===== src/rtl/breakout_renderer_pkg.sv =====
// breakout_renderer_pkg
// Purpose: shared game geometry, colour constants and the stage-1 record type
//          used by the breakout pixel renderer.
// Ports:   none (package).
package breakout_renderer_pkg;

    // Screen tiles are 8x8 pixels; walls are one tile thick.
    localparam int unsigned ballSizePixel     = 8;
    localparam int unsigned paddleLengthPixel = 64;
    localparam int unsigned paddleYPixel      = 448;
    localparam int unsigned paddleHeightPixel = 8;

    localparam logic [6:0]  leftWallXTile  = 7'd0;
    localparam logic [6:0]  rightWallXTile = 7'd79;
    localparam logic [6:0]  ceilingYTile   = 7'd0;

    localparam int unsigned blockOriginXPixel = 128;
    localparam int unsigned blockOriginYPixel = 64;
    localparam int unsigned blockWidthPixel   = 32;
    localparam int unsigned blockHeightPixel  = 16;
    localparam int unsigned blockColumns      = 12;
    localparam int unsigned blockRows         = 6;
    localparam int unsigned blockCount        = blockColumns * blockRows;

    localparam logic [7:0] ballColor       = 8'hFC;
    localparam logic [7:0] paddleColor     = 8'hFF;
    localparam logic [7:0] wallColor       = 8'hB6;
    localparam logic [7:0] backgroundColor = 8'h00;

    // Everything stage 1 hands to stage 2 for one pixel.
    typedef struct packed {
        logic       valid;
        logic       ball;
        logic       paddle;
        logic       wall;
        logic       inRegion;
        logic       gap;
        logic [2:0] row;
        logic [6:0] blockIndex;
    } hitFlags_t;

    // Block colour by row, top to bottom.
    function automatic logic [7:0] rowColor(input logic [2:0] row);
        case (row)
            3'd0:    rowColor = 8'hE0;
            3'd1:    rowColor = 8'hEC;
            3'd2:    rowColor = 8'hFC;
            3'd3:    rowColor = 8'h1C;
            3'd4:    rowColor = 8'h1F;
            3'd5:    rowColor = 8'hE3;
            default: rowColor = 8'h00;
        endcase
    endfunction

endpackage


===== src/rtl/breakout_renderer_if.sv =====
// breakout_renderer_if
// Purpose: bundles the pixel stream, the game-state inputs and the colour
//          output of the renderer.
// Modports:
//   master - VGA timing / game logic side: drives pixel and game state,
//            receives START_UPDATE and the colour stream.
//   slave  - renderer side.
interface breakout_renderer_if;
    logic [9:0]  PIXEL_X;
    logic [9:0]  PIXEL_Y;
    logic        PIXEL_VALID;
    logic        NEW_FRAME;
    logic [9:0]  PADDLE_X_PIXEL;
    logic [9:0]  BALL_X_PIXEL;
    logic [9:0]  BALL_Y_PIXEL;
    logic [71:0] BLOCK_STATE;
    logic        START_UPDATE;
    logic [7:0]  COLOR;
    logic        COLOR_VALID;

    modport master (
        output PIXEL_X, PIXEL_Y, PIXEL_VALID, NEW_FRAME,
               PADDLE_X_PIXEL, BALL_X_PIXEL, BALL_Y_PIXEL, BLOCK_STATE,
        input  START_UPDATE, COLOR, COLOR_VALID
    );

    modport slave (
        input  PIXEL_X, PIXEL_Y, PIXEL_VALID, NEW_FRAME,
               PADDLE_X_PIXEL, BALL_X_PIXEL, BALL_Y_PIXEL, BLOCK_STATE,
        output START_UPDATE, COLOR, COLOR_VALID
    );
endinterface


===== src/rtl/breakout_renderer.sv =====
// breakout_renderer
// Purpose: per-pixel RGB332 colour generator. Snapshots paddle/ball/block
//          state on NEW_FRAME, pulses START_UPDATE one cycle later, and maps
//          each pixel coordinate to a colour through a 2-stage pipeline.
// Ports:
//   CLK    - pixel clock (shared with game logic)
//   RST_N  - asynchronous active-low reset
//   bus    - breakout_renderer_if.slave: pixel stream in, game state in,
//            START_UPDATE / COLOR / COLOR_VALID out (COLOR_VALID is
//            PIXEL_VALID delayed by 2 cycles).
module breakout_renderer
    import breakout_renderer_pkg::*;
(
    input  logic                 CLK,
    input  logic                 RST_N,
    breakout_renderer_if.slave   bus
);

    logic [9:0]  paddleSnap;
    logic [9:0]  ballXSnap;
    logic [9:0]  ballYSnap;
    logic [71:0] blockSnap;

    hitFlags_t   stage1Next;
    hitFlags_t   stage1;
    logic [7:0]  colorNext;

    logic [10:0] x11;
    logic [10:0] y11;
    logic [10:0] dx;
    logic [10:0] dy;
    logic [3:0]  col;
    logic [2:0]  row;
    logic        inRegion;

    // Snapshot and START_UPDATE.
    always_ff @(posedge CLK or negedge RST_N) begin
        if (!RST_N) begin
            paddleSnap       <= '0;
            ballXSnap        <= '0;
            ballYSnap        <= '0;
            blockSnap        <= '0;
            bus.START_UPDATE <= 1'b0;
        end else begin
            bus.START_UPDATE <= bus.NEW_FRAME;
            if (bus.NEW_FRAME) begin
                paddleSnap <= bus.PADDLE_X_PIXEL;
                ballXSnap  <= bus.BALL_X_PIXEL;
                ballYSnap  <= bus.BALL_Y_PIXEL;
                blockSnap  <= bus.BLOCK_STATE;
            end
        end
    end

    // Stage 1: range tests. Upper bounds are 11-bit sums so objects near the
    // right/bottom edge do not wrap onto column/row 0; a negative dx/dy shows
    // up as bit 10 set and falls outside the block region.
    always_comb begin
        x11 = {1'b0, bus.PIXEL_X};
        y11 = {1'b0, bus.PIXEL_Y};
        dx  = x11 - 11'(blockOriginXPixel);
        dy  = y11 - 11'(blockOriginYPixel);
        col = dx[8:5];
        row = dy[6:4];
        inRegion = !dx[10] && (dx < 11'(blockColumns * blockWidthPixel)) &&
                   !dy[10] && (dy < 11'(blockRows * blockHeightPixel));

        stage1Next        = '0;
        stage1Next.valid  = bus.PIXEL_VALID;
        stage1Next.ball   = (x11 >= {1'b0, ballXSnap}) &&
                            (x11 <  {1'b0, ballXSnap} + 11'(ballSizePixel)) &&
                            (y11 >= {1'b0, ballYSnap}) &&
                            (y11 <  {1'b0, ballYSnap} + 11'(ballSizePixel));
        stage1Next.paddle = (x11 >= {1'b0, paddleSnap}) &&
                            (x11 <  {1'b0, paddleSnap} + 11'(paddleLengthPixel)) &&
                            (y11 >= 11'(paddleYPixel)) &&
                            (y11 <  11'(paddleYPixel + paddleHeightPixel));
        stage1Next.wall   = (bus.PIXEL_X[9:3] == leftWallXTile) ||
                            (bus.PIXEL_X[9:3] == rightWallXTile) ||
                            (bus.PIXEL_Y[9:3] == ceilingYTile);
        stage1Next.inRegion = inRegion;
        stage1Next.gap      = (dx[4:0] == 5'd31) || (dy[3:0] == 4'd15);
        stage1Next.row      = row;
        // Index forced to 0 outside the region so stage 2 never reads past bit 71.
        stage1Next.blockIndex = inRegion ?
            ({4'b0, row} * 7'(blockColumns) + {3'b0, col}) : 7'd0;
    end

    // Stage 2: block lookup and priority select.
    always_comb begin
        colorNext = backgroundColor;
        if (stage1.ball) begin
            colorNext = ballColor;
        end else if (stage1.paddle) begin
            colorNext = paddleColor;
        end else if (stage1.inRegion && !stage1.gap && blockSnap[stage1.blockIndex]) begin
            colorNext = rowColor(stage1.row);
        end else if (stage1.wall) begin
            colorNext = wallColor;
        end
        if (!stage1.valid) begin
            colorNext = 8'h00;
        end
    end

    always_ff @(posedge CLK or negedge RST_N) begin
        if (!RST_N) begin
            stage1          <= '0;
            bus.COLOR       <= 8'h00;
            bus.COLOR_VALID <= 1'b0;
        end else begin
            stage1          <= stage1Next;
            bus.COLOR       <= colorNext;
            bus.COLOR_VALID <= stage1.valid;
        end
    end

endmodule


===== src/flat_wrapper.sv =====
// flat-port wrapper written by rule: the top's interface ports become plain ports
module breakout_renderer_flat import breakout_renderer_pkg::*;
  (CLK, RST_N, bus_PIXEL_X, bus_PIXEL_Y, bus_PIXEL_VALID, bus_NEW_FRAME, bus_PADDLE_X_PIXEL, bus_BALL_X_PIXEL, bus_BALL_Y_PIXEL, bus_BLOCK_STATE, bus_START_UPDATE, bus_COLOR, bus_COLOR_VALID);
  breakout_renderer_if bus_i ();
  input  logic CLK;
  input  logic RST_N;
  input wire logic [$bits(bus_i.PIXEL_X)-1:0] bus_PIXEL_X;
  input wire logic [$bits(bus_i.PIXEL_Y)-1:0] bus_PIXEL_Y;
  input wire logic [$bits(bus_i.PIXEL_VALID)-1:0] bus_PIXEL_VALID;
  input wire logic [$bits(bus_i.NEW_FRAME)-1:0] bus_NEW_FRAME;
  input wire logic [$bits(bus_i.PADDLE_X_PIXEL)-1:0] bus_PADDLE_X_PIXEL;
  input wire logic [$bits(bus_i.BALL_X_PIXEL)-1:0] bus_BALL_X_PIXEL;
  input wire logic [$bits(bus_i.BALL_Y_PIXEL)-1:0] bus_BALL_Y_PIXEL;
  input wire logic [$bits(bus_i.BLOCK_STATE)-1:0] bus_BLOCK_STATE;
  output wire logic [$bits(bus_i.START_UPDATE)-1:0] bus_START_UPDATE;
  output wire logic [$bits(bus_i.COLOR)-1:0] bus_COLOR;
  output wire logic [$bits(bus_i.COLOR_VALID)-1:0] bus_COLOR_VALID;
  assign bus_i.PIXEL_X = bus_PIXEL_X;
  assign bus_i.PIXEL_Y = bus_PIXEL_Y;
  assign bus_i.PIXEL_VALID = bus_PIXEL_VALID;
  assign bus_i.NEW_FRAME = bus_NEW_FRAME;
  assign bus_i.PADDLE_X_PIXEL = bus_PADDLE_X_PIXEL;
  assign bus_i.BALL_X_PIXEL = bus_BALL_X_PIXEL;
  assign bus_i.BALL_Y_PIXEL = bus_BALL_Y_PIXEL;
  assign bus_i.BLOCK_STATE = bus_BLOCK_STATE;
  assign bus_START_UPDATE = bus_i.START_UPDATE;
  assign bus_COLOR = bus_i.COLOR;
  assign bus_COLOR_VALID = bus_i.COLOR_VALID;
  breakout_renderer u_core (.CLK(CLK), .RST_N(RST_N), .bus(bus_i));
endmodule

===== config.mk =====
export PLATFORM = sky130hd
export DESIGN_NAME = breakout_renderer_flat
export DESIGN_NICKNAME = d
export VERILOG_FILES = /design/src/rtl/breakout_renderer_pkg.sv /design/src/rtl/breakout_renderer_if.sv /design/src/rtl/breakout_renderer.sv /design/src/flat_wrapper.sv
export SDC_FILE = /design/constraint.sdc
export NUM_CORES = 1
export LEC_CHECK = 0
export CORE_ASPECT_RATIO = 0.6
export CORE_MARGIN = 4
export CORE_UTILIZATION = 35
export CTS_CLUSTER_SIZE = 25
export DETAILED_ROUTE_END_ITERATION = 10
export GPL_TIMING_DRIVEN = 0
export PLACE_DENSITY_LB_ADDON = 0.15
export SYNTH_ARGS = -nofsm -noshare
export SYNTH_HDL_FRONTEND = slang
export SYNTH_SLANG_ARGS = --single-unit

===== constraint.sdc =====
create_clock -name CLK -period 2.7 [get_ports CLK]
set_input_delay 0.675 -clock CLK [delete_from_list [all_inputs] [get_ports CLK]]
set_output_delay 0.675 -clock CLK [all_outputs]
set_load 0.03 [all_outputs]

Word level (Yosys, flattened, before mapping)
Index checks and enable logic that the tools add are counted.

word-level totals
  register bits = 128
  logic and storage cells = 70
  output and inout port bits = 10

cells by class
  multiplexer cells = 9
  $lt $le $gt $ge = 11
  reduce and logical (&&, ||, !) cells = 20
  multipliers = 1
  add/subtract/negate cells = 6
  equality and inequality tests = 8

operators by type and width
  kind                                                                           count
  8-bit one-hot mux with 6 select lines                                          1
  8-bit 2-to-1 mux                                                               5
  10-bit by 11-bit less-than comparator with 1-bit output                        3
  10-bit >= comparator                                                           3
  10-bit by 4-bit adder with 11-bit output, second input constant                2
  7-bit logical NOT                                                              2
  10-bit by 7-bit adder with 11-bit output, second input constant                1
  1-bit logical AND                                                              11
  11-bit by 7-bit less-than comparator with 1-bit output, second input constant  1
  11-bit by 9-bit less-than comparator with 1-bit output, second input constant  1
  10-bit by 7-bit subtractor with 11-bit output, second input constant           1
  10-bit by 8-bit subtractor with 11-bit output, second input constant           1
  10-bit by 9-bit >= comparator with 1-bit output, second input constant         1
  10-bit by 9-bit less-than comparator with 1-bit output, second input constant  1
  7-bit by 8-bit less-than comparator with 1-bit output, second input constant   1
  7-bit by 4-bit adder with 7-bit output                                         1
  1-bit binary-select mux with 7-bit select                                      1
  7-bit == test, second input constant                                           1
  7-bit 2-to-1 mux                                                               1
  3-bit by 2-bit == test with 1-bit output, second input constant                2
  3-bit == test, second input constant                                           2
  5-bit == test, second input constant                                           1
  3-bit by 2-bit multiplier with 5-bit output, second input constant             1
  4-bit == test, second input constant                                           1
  5 further kinds                                                                9

Logic depth before layout (Yosys ltp)
Gate-level depths: netlist (run 1).

  depth in word-level cells = 7
  mapped depth = 10
  depth with buffers taken out = 10

Worst setup path before layout (run 1)
OpenSTA, ideal clock, no wires.

  path type = register to register
  start point = register u_core.stage1[1] (netlist name)
  end point = register u_core.bus.COLOR[1]
  arrival time = 2.344 ns
  buffers on the path = 3
  library setup time = 0.073 ns
  slack = 0.283 ns
  stages on the path, launching flop included = 10
  data required time = 2.627 ns
  period minus slack after synthesis = 2.417 ns
  cells stage by stage = dfrtp_1 -> buf_2 -> buf_2 -> mux4_2 -> a222oi_1 -> a31oi_1 -> and3_1 -> buf_6 -> o31a_1 -> a21oi_2

on the way
  cells in the longest elaborated chain, start to end = 7

ends and longest elaborated chain
  item                                       line                        RTL
  start: declaration                         breakout_renderer.sv:25     hitFlags_t stage1;
  start signal: assignment                   breakout_renderer.sv:112    stage1 <= stage1Next;
  1-bit binary-select mux with 7-bit select  breakout_renderer.sv:96     end else if (stage1.inRegion && !stage1.gap && blockSnap[stage1.blockIndex]) begin
  1-bit 2-to-1 mux (not written as such)     breakout_renderer.sv:96
  1-bit logical AND                          breakout_renderer.sv:96
  8-bit 2-to-1 mux                           breakout_renderer.sv:96
  8-bit 2-to-1 mux                           breakout_renderer.sv:94     end else if (stage1.paddle) begin
  8-bit 2-to-1 mux                           breakout_renderer.sv:92     if (stage1.ball) begin
  8-bit 2-to-1 mux                           breakout_renderer.sv:101    if (!stage1.valid) begin
  net u_core.colorNext[1]                    breakout_renderer.sv:26     logic [7:0] colorNext;
  end signal: assignment                     breakout_renderer.sv:113    bus.COLOR <= colorNext;
  end: declaration                           breakout_renderer_if.sv:30  output START_UPDATE, COLOR, COLOR_VALID

The timed path passes the listed nets, and every way through them passes these cells. The select of a mux whose other input is x is not followed.
A chain may end at the register's enable or synchronous reset.

==> impl_metrics.tcl, run 1 <==
set metrics [dict create \
    status "finished clean" \
    worst_ep_required_time_ns 3.04 \
    place_inst 993 \
    synth_seq_cells 127 \
    worst-path-max-fanout 4 \
    hp-class "in2async" \
    drt-initial-drc-count 174 \
    fin_skew_ns 0.00951 \
    grt_max_degree 89 \
    synth_xor_area_frac 0.0225 \
    cts_buffer_depth 2 \
    core_mm2 0.0193 \
    cts_num_sinks 127 \
    setup_viol 0 \
    post_dp_cell_area_mm2 0.00872 \
    synthSimpleGateAreaFrac 0.0764 \
    std_cell_rows 39 \
    ant_nets 0 \
    synth_top_cell_by_area "dfrtp_1" \
    routed_wl_mm 18.0 \
    finalHoldViolCount 0 \
    multi_input_area_mm2 0.00355 \
    synthMuxAreaShare 0.199 \
    fin_area_mm2 0.00936 \
    htreeDepth 4 \
    fp.dieH_um 118 \
    overflow 0 \
    worst_pin_slew_ns 0.759 \
    cp_num_buf_inv 0 \
    cp_slowest_stage_delay_ns 0.41 \
    synthAdderAreaFrac 0.120 \
    min_period_over_period 0.960 \
    synth_warnings 0 \
    grt_pass1_wl_mm 29.0 \
    via_per_inst 4.91 \
    startpoint_type "flip-flop" \
    ios 136 \
    end_kind "flip-flop" \
    ctsHoldBuffers 0 \
    critPathKind "reg2reg" \
    drive_above_1_share 0.179 \
    nets 941 \
    diodes 0 \
    fin_ws_ns 0.109 \
    yosysUniqueCellTypes 52 \
    synth.top_cell.area_share 0.454 \
    fmax_ghz 0.386 \
    area_delta_synth_final_pct 33.6 \
    power_leakage_nw 4.03 \
    grt_pass1_vias 5511 \
    hpwl_mm 13.8 \
    start_util 0.363 \
    max_cap_viol_count 0 \
    vias 5039 \
    ff_latch_area_mm2 0.00318 \
    period_needed_ns 2.59 \
    dpl_worst_slack_ns -0.445 \
    syn-cell-area_mm2 0.00701 \
    cts_buffers 17 \
    fp.dieW_um 191 \
    grt_antenna_before_repair 0 \
    worstSkewPairLatency_ns 0.42 \
    slowest_stage "dfrtp_1" \
    critPathTopFamily "compound AO/OA/AOI/OAI gates" \
    final_cell_mix "132 x clkdlybuf4s50_1, 127 x dfrtp_1, 75 x mux2_2" \
    layout_commonest_cell "clkdlybuf4s50_1" \
    avgSynthCellArea_um2 11.9 \
    rsz0062_at_grt "true" \
    syn_nets 783 \
    synth_top_family_by_area "multiplexers" \
    critPathArrivalTime_ns 2.93 \
    fill_cells 1751 \
    power.density_mw_per_mm2 575 \
    drc 0 \
    peakVddDrop_mv 0.472 \
    yosysSeqAreaShare 0.454 \
    cts_root_buffer "clkbuf_16" \
    p_total_mw 5.39 \
    hold_ws_ns 0.170 \
    instances_no_fill 1026 \
    maxSlewHeadroom 0.494 \
    wire_per_inst_um 17.6 \
    place.gp.congestion 0.798 \
    grt_use_total 0.165 \
    async_flop_share 1.00 \
    die_area_mm2 0.0224 \
    cts_tree "yes" \
    drv_slew 0 \
    crit_chain "ha_2 > and3_1 > xnor2_1 > ha_1 > o21a_1 > o211ai_1 > a31oi_1 > a2111oi_2 > o21ai_1 > and4b_1" \
    synth_ff_type "dfrtp_1" \
    path_clk_slew_ns 0.05 \
    synth_edf_count 0 \
    syn_inst 591 \
    synth_compound_area_frac 0.0861 \
    firstDrtPassIters 4 \
    synth_area_leaders "dfrtp_1 45%, mux2_2 12%, ha_1 11%" \
    io_buffers 135 \
]
## worst reg2reg max path, cell delays in order, from the launching register on
cell and delay (ns):
dfrtp_1 0.41, ha_2 0.21, and3_1 0.20, xnor2_1 0.19, ha_1 0.26, o21a_1 0.11, o211ai_1 0.16, a31oi_1 0.09
a2111oi_2 0.37, o21ai_1 0.19, and4b_1 0.32
## sequential cells by signal, summed over array words and instances (netlist names)
name	cells
u_core.paddleSnap	10
u_core.ballXSnap	10
u_core.stage1	16
u_core.bus.COLOR	7
u_core.bus.START_UPDATE	1
u_core.ballYSnap	10
u_core.bus.COLOR_VALID	1
u_core.blockSnap	72
## cells by family after synthesis
family | Yosys count
adder cells (fa/ha/maj) | 66
XOR/XNOR | 18
flip-flops | 127
AND/OR/NAND/NOR | 103
buffers and inverters | 69
multiplexers | 110
AO/OA/AOI/OAI | 98
## layout make-up
class | count | share of cell area
Buffer | 23 | 0.0154
Clock buffer | 24 | 0.0525
Clock inverter | 6 | 0.00882
Inverter | 46 | 0.0184
Timing Repair Buffer | 139 | 0.150
Sequential cell | 127 | 0.340
Tap cell | 266 | 0.0356
Multi-Input combinational cell | 395 | 0.379
## metrics by stage
step	utilization	setup TNS, ns
floorplan	-	0
global placement	0.450	-532.33
detailed placement	0.451	-11.23
CTS	0.481	0
global route	0.484	-0.00978
finish	0.484	0
## synthesized netlist by cell type, types with 7 or more instances
library cell and instances:
dfrtp_1 127, mux2_2 75, ha_1 64, inv_1 46, o21ai_0 43, nand2_1 37
mux2i_1 19, a21oi_1 16, mux4_2 16, clkbuf_1 15, nand3_1 14, xnor2_1 14
and2_1 9, nand2b_1 8, a21o_1 7, o21a_1 7
## path summary, 6_finish.rpt
kind	startpoint	end	slack, ns	cells after the start
worst max-delay path	u_core.ballXSnap[3]	u_core.stage1[14]	0.11	10
worst min-delay path	RST_N	u_core.blockSnap[61]	0.17	1
worst max register to register	u_core.ballXSnap[3]	u_core.stage1[14]	0.11	10
worst min register to register	u_core.blockSnap[64]	u_core.blockSnap[64]	0.50	1
max in group asynchronous	RST_N	u_core.ballYSnap[2]	1.75	2
min in group CLK	u_core.blockSnap[64]	u_core.blockSnap[64]	0.50	1
## routing by layer
layer / GRT usage / routed length, um
met1: 0.251 / 9450
met2: 0.234 / 7540
met3: 0.0436 / 924
met4: 0.0345 / 138
met5: 0 / 0
## power breakdown
group | switching (mW) | total, mW | internal (mW)
clock | 0.827 | 2.27 | 1.44
combinational | 0.433 | 0.958 | 0.525
sequential | 0.0922 | 2.16 | 2.07
total | 1.35 | 5.39 | 4.03
## what timing repair did
item / CTS / global route
buffers inserted: 0 / 3
endpoints found under the setup margin: 6 / 8
resized for setup: 3 / 15
pin swaps: 0 / 5
Power figures use the tool's default switching activity.
==> run 2: changes to the inputs <==
--- a/config.mk
+++ b/config.mk
@@ -12,6 +12,7 @@
 export DETAILED_ROUTE_END_ITERATION = 10
 export GPL_TIMING_DRIVEN = 0
 export PLACE_DENSITY_LB_ADDON = 0.15
+export RECOVER_POWER = 25
 export SYNTH_ARGS = -nofsm -noshare
 export SYNTH_HDL_FRONTEND = slang
 export SYNTH_SLANG_ARGS = --single-unit
==> run 2 against run 1 <==
Against the previous run: critical path depth unchanged; clock power about the same; flip-flop and latch count is the same; sequential power about the same; routed wire length barely moved; via count is 0.20% higher; clock skew about the same; fmax rose by 0.54%; global-route usage unchanged.
==> impl_metrics.tcl, run 2 (synthesis gave the netlist of run 1 again) <==
set metrics [dict create \
    status "finished clean" \
    clockPowerShare 0.421 \
    hpwl_mm 13.8 \
    power_leakage_nw 4.01 \
    grt_use_total 0.165 \
    cts_buffer_depth 2 \
    fin_skew_ns 0.00939 \
    place.gp.congestion 0.798 \
    drv_slew 0 \
    ios 136 \
    ant_nets 0 \
    r2r_slack_ns 0.12 \
    largest_reg_flops 72 \
    worst_pin_slew_ns 1.17 \
    peakVddDrop_mv 0.471 \
    fmax_ghz 0.388 \
    critPathArrivalTime_ns 2.92 \
    finalHoldViolCount 0 \
    grt_max_degree 89 \
    setup_viol 0 \
    worst_ep_required_time_ns 3.04 \
    cts_tree "yes" \
    ctsHoldBuffers 0 \
    hp-class "in2async" \
    switching_share 0.251 \
    start_util 0.363 \
    end_kind "flip-flop" \
    cp_slowest_stage_delay_ns 0.41 \
    grt_pass1_vias 5511 \
    pwr-share-comb 0.178 \
    maxSlewHeadroom 0.219 \
    diodes 0 \
    nets 941 \
    routed_wl_mm 18.1 \
    io_buffers 135 \
    reg_top3 "u_core.blockSnap: 72 flops, u_core.stage1: 16 flops" \
    final_cell_mix "130 x clkdlybuf4s50_1, 127 x dfrtp_1, 75 x mux2_2" \
    fp.dieH_um 118 \
    critPathKind "reg2reg" \
    critPathTopFamily "compound AO/OA/AOI/OAI gates" \
    slowest_stage "dfrtp_1" \
    p_total_mw 5.38 \
    largest_register "u_core.blockSnap" \
    cts_buffers 17 \
    min_period_over_period 0.954 \
    period_needed_ns 2.58 \
    firstDrtPassIters 4 \
    p_int_mw 4.03 \
    grt_pass1_wl_mm 29.0 \
    fill_cells 1756 \
    via_per_inst 4.92 \
    max_cap_viol_count 0 \
    grt_antenna_before_repair 0 \
    power.density_mw_per_mm2 576 \
    drc 0 \
    rsz0062_at_grt "true" \
    area_delta_synth_final_pct 33.4 \
    power.switching_mw 1.35 \
    r2r-start "u_core.ballXSnap[3]" \
    vias 5049 \
    path_clk_slew_ns 0.05 \
    r2r_cells 10 \
    fp.dieW_um 191 \
    drt-initial-drc-count 199 \
    p_seq_frac 0.401 \
    drive_above_1_share 0.179 \
    htreeDepth 4 \
    worst-path-max-fanout 4 \
    cts_root_buffer "clkbuf_16" \
    cp_num_buf_inv 0 \
    tns_ns 0 \
    fin_util 0.484 \
    std_cell_rows 39 \
    die_area_mm2 0.0224 \
    cts_num_sinks 127 \
    core_mm2 0.0193 \
    layout_commonest_cell "clkdlybuf4s50_1" \
    overflow 0 \
    startpoint_type "flip-flop" \
    wire_per_inst_um 17.6 \
    worstSkewPairLatency_ns 0.42 \
    r2r-end "u_core.stage1[14]" \
    crit_chain "ha_2 > and3_1 > xnor2_1 > ha_1 > o21a_1 > o211ai_1 > a31oi_1 > a2111oi_2 > o21ai_1 > and4b_1" \
]
## run 2: cell count changes in the layout (fill, tap and decap cells not counted)
cell | previous run | this run
dlymetal6s2s_1 | 2 | 1
clkdlybuf4s50_1 | 132 | 130
clkbuf_1 | 18 | 19
dlygate4sd3_1 | 0 | 2
buf_6 | 3 | 2
clkbuf_2 | 0 | 1
## run 2: layout make-up
cell class,count,area [um^2],share of cell area
clock inverter,6,82.6,0.00884
multi-input combinational,395,3550,0.380
buffer,23,144,0.0154
tap,266,333,0.0356
clock buffer,24,492,0.0526
sequential,127,3180,0.340
inverter,46,173,0.0185
timing repair buffer,139,1390,0.149
## run 2: how the worst max path moves through the flow
stage | start | endpoint | depth (start not counted)
floorplan | u_core.stage1[1] | u_core.bus.COLOR[1] | 9
global placement | RST_N | u_core.bus.COLOR[0] | 1
detailed placement | bus_PIXEL_Y[5] | u_core.stage1[13] | 10
CTS | u_core.stage1[1] | u_core.bus.COLOR[1] | 9
global route | u_core.ballXSnap[4] | u_core.stage1[14] | 10
finish | u_core.ballXSnap[3] | u_core.stage1[14] | 10
## run 2: per-layer routing
layer | vias up | global-route usage | share of wire
met2 | 101 | 0.234 | 0.42
met5 | - | 0 | 0
li1 | 2423 | - | -
met3 | 12 | 0.0436 | 0.055
met1 | 2513 | 0.251 | 0.52
met4 | 0 | 0.0345 | 0.0076
## run 2: through the flow
step / cells / worst slack (ns) / hold WS, ns / cell area (um^2)
finish: 1026 / 0.123 / 0.477 / 9350
global route: 1026 / -0.00978 / 0.513 / 9350
CTS: 1023 / 0.0127 / 0.179 / 9300
detailed placement: 993 / -0.445 / 0.492 / 8720
global placement: 992 / -4.13 / 0.487 / 8690
floorplan: 591 / 0.283 / 0.379 / 7010
## run 2: power by group through the flow
stage	sequential (mW)	clock [mW]	combinational (mW)
6_report	2.16	2.27	0.956
5_1_grt	2.18	2.40	1.07
4_1_cts	2.16	2.33	0.954
3_5_place_dp	2.19	0	0.946
3_3_place_gp	2.19	0	0.906
2_1_floorplan	2.18	0	0.521
## run 2: timing repair
action / CTS / global route
setup endpoints to repair: 6 / 8
setup buffers: 0 / 3
pin swaps: 0 / 5
gates resized for setup: 3 / 15
==> run 3: changes to the inputs <==
--- a/config.mk
+++ b/config.mk
@@ -8,11 +8,13 @@
 export CORE_ASPECT_RATIO = 0.6
 export CORE_MARGIN = 4
 export CORE_UTILIZATION = 35
+export CTS_BUF_LIST = sky130_fd_sc_hd__clkbuf_4 sky130_fd_sc_hd__clkbuf_8
 export CTS_CLUSTER_SIZE = 25
 export DETAILED_ROUTE_END_ITERATION = 10
 export GPL_TIMING_DRIVEN = 0
 export PLACE_DENSITY_LB_ADDON = 0.15
 export RECOVER_POWER = 25
+export REMOVE_ABC_BUFFERS = 1
 export SYNTH_ARGS = -nofsm -noshare
 export SYNTH_HDL_FRONTEND = slang
 export SYNTH_SLANG_ARGS = --single-unit
==> run 3 against run 2 <==
Against the previous run: the run now ends with max-capacitance violations, max-slew violations left; die area unchanged; clock skew up 0.0013 ns; setup slack better by 0.015 ns; register-to-register slack better by 0.02 ns; cell area down 2.3%; sequential share of layout area up 0.92 points; sequential power about the same; via count down 3.1%; clock-buffer cell count down 4; utilization down 1.1 points; largest cell class unchanged; clock power down 21%.
==> impl_metrics.tcl, run 3 (synthesis gave the netlist of run 1 again) <==
set metrics [dict create \
    core_mm2 0.0193 \
    cts_buffers 17 \
    fill_cells 1766 \
    r2r_slack_ns 0.14 \
    cts_buffer_depth 2 \
    post_dp_cell_area_mm2 0.00862 \
    io_buffers 135 \
    htreeDepth 4 \
    routed_wl_mm 17.1 \
    r2r-end "u_core.bus.COLOR[1]" \
    layout_commonest_cell "clkdlybuf4s50_1" \
    critPathArrivalTime_ns 2.93 \
    fin_util 0.473 \
    startpoint_type "flip-flop" \
    overflow 0 \
    fp.dieW_um 191 \
    power_leakage_nw 3.90 \
    path_clk_slew_ns 0.07 \
    grt_max_degree 92 \
    drc 0 \
    worstSkewPairLatency_ns 0.45 \
    r2r_cells 8 \
    setup_viol 0 \
    die_area_mm2 0.0224 \
    tns_ns 0 \
    grt_pass1_wl_mm 27.8 \
    fin_area_mm2 0.00913 \
    std_cell_rows 39 \
    r2r-start "u_core.stage1[2]" \
    violations "max-capacitance violations, max-slew violations" \
    reg_top3 "u_core.blockSnap: 72 flops, u_core.stage1: 16 flops" \
    drt-initial-drc-count 233 \
    fin_ws_ns 0.139 \
    via_per_inst 4.85 \
    cts_num_sinks 127 \
    diodes 0 \
    hold_path.startpoint "u_core.blockSnap[51]" \
    hpwl_mm 12.9 \
    dpl_worst_slack_ns -0.542 \
    wire_per_inst_um 16.9 \
    fp.dieH_um 118 \
    worst-path-max-fanout 11 \
    nets 922 \
    period_needed_ns 2.56 \
    largest_reg_flops 72 \
    power.density_mw_per_mm2 534 \
    vias 4892 \
    fin_skew_ns 0.0107 \
    grt_antenna_before_repair 0 \
    ff_latch_area_mm2 0.00319 \
    finalHoldViolCount 0 \
    firstDrtPassIters 6 \
    place.gp.congestion 0.823 \
    multi_input_area_mm2 0.00354 \
    maxSlewHeadroom -0.452 \
    final_cell_mix "132 x clkdlybuf4s50_1, 124 x dfrtp_1, 75 x mux2_2" \
    drv_slew 37 \
    hold_depth 1 \
    hp-class "reg2reg" \
    largest_register "u_core.blockSnap" \
    min_period_over_period 0.949 \
    grt_pass1_vias 5280 \
    p_total_mw 4.88 \
    worst_pin_slew_ns 2.18 \
    fmax_ghz 0.390 \
    peakVddDrop_mv 0.264 \
    area_delta_synth_final_pct 30.3 \
    whs_endpoint "u_core.blockSnap[51]" \
    status "finished with violations" \
    ant_nets 0 \
    critPathKind "reg2reg" \
    cts_tree "yes" \
    cts_root_buffer "clkbuf_8" \
    start_util 0.363 \
    end_kind "flip-flop" \
    grt_use_total 0.158 \
    rsz0062_at_grt "true" \
    drive_above_1_share 0.186 \
    worst_ep_required_time_ns 3.07 \
    max_cap_viol_count 1 \
    ios 136 \
]
-- run 3: cell types whose count changed in the layout (fill, tap and decap cells not counted), sizes merged --
| cell | before | now |
|---|---|---|
| dlymetal6s2s | 1 | 0 |
| clkinv | 3 | 5 |
| clkdlybuf4s50 | 130 | 132 |
| buf | 11 | 8 |
| bufinv | 2 | 4 |
| clkinvlp | 1 | 3 |
| dlygate4sd3 | 2 | 1 |
| clkbuf | 42 | 22 |
-- run 3: worst max-delay path by stage --
stage                             start                   to  cells past startpoint
floorplan              u_core.stage1[2]  u_core.bus.COLOR[1]                      7
global placement                  RST_N  u_core.ballYSnap[5]                      1
detailed placement     u_core.stage1[2]  u_core.bus.COLOR[1]                      7
CTS                 u_core.ballXSnap[3]    u_core.stage1[14]                     10
global route        u_core.ballXSnap[3]    u_core.stage1[14]                     10
finish                 u_core.stage1[2]  u_core.bus.COLOR[1]                      8
-- run 3: what timing repair did --
| item | CTS | global route |
|---|---|---|
| gates resized for setup | 6 | 4 |
| hold buffers | 0 | 0 |
| setup endpoints to repair | 7 | 8 |
| setup buffers | 0 | 6 |
-- run 3: metal layers --
| layer | global-route usage | vias to the layer above | routed length (um) |
|---|---|---|---|
| li1 | - | 2395 | - |
| met1 | 0.236 | 2372 | 8770 |
| met5 | 0 | - | 0 |
| met2 | 0.227 | 111 | 7140 |
| met4 | 0.0336 | 0 | 126 |
| met3 | 0.0465 | 14 | 1040 |
-- run 3: worst max-delay path, stage by stage (launching register included) --
cell	delay, ns
dfrtp_4	0.59
buf_8	0.20
mux2i_1	0.14
mux4_2	0.47
a222oi_1	0.25
a31oi_1	0.12
and3_2	0.28
o31a_1	0.29
a21oi_2	0.15
-- run 3: cell type report --
| class | instances | area share |
|---|---|---|
| multi-input cells | 395 | 0.388 |
| flip-flops and latches | 127 | 0.349 |
| repair buffers | 143 | 0.161 |
| well taps | 266 | 0.0364 |
| clock buffers | 20 | 0.0281 |
| inverters | 46 | 0.0189 |
| clock inverters | 12 | 0.0184 |
-- run 3: stage by stage --
stage / instances / hold WS (ns)
2_1_floorplan: 568 / 0.379
3_3_place_gp: 969 / 0.485
3_5_place_dp: 971 / 0.491
4_1_cts: 1003 / 0.114
5_1_grt: 1009 / 0.526
6_report: 1009 / 0.505
-- run 3: power by group --
part,total (mW),switching (mW),internal (mW),leakage [nW]
registers,2.16,0.0944,2.06,1.53
logic,0.927,0.413,0.514,2.15
clock network,1.79,0.764,1.03,0.213
total,4.88,1.27,3.60,3.90
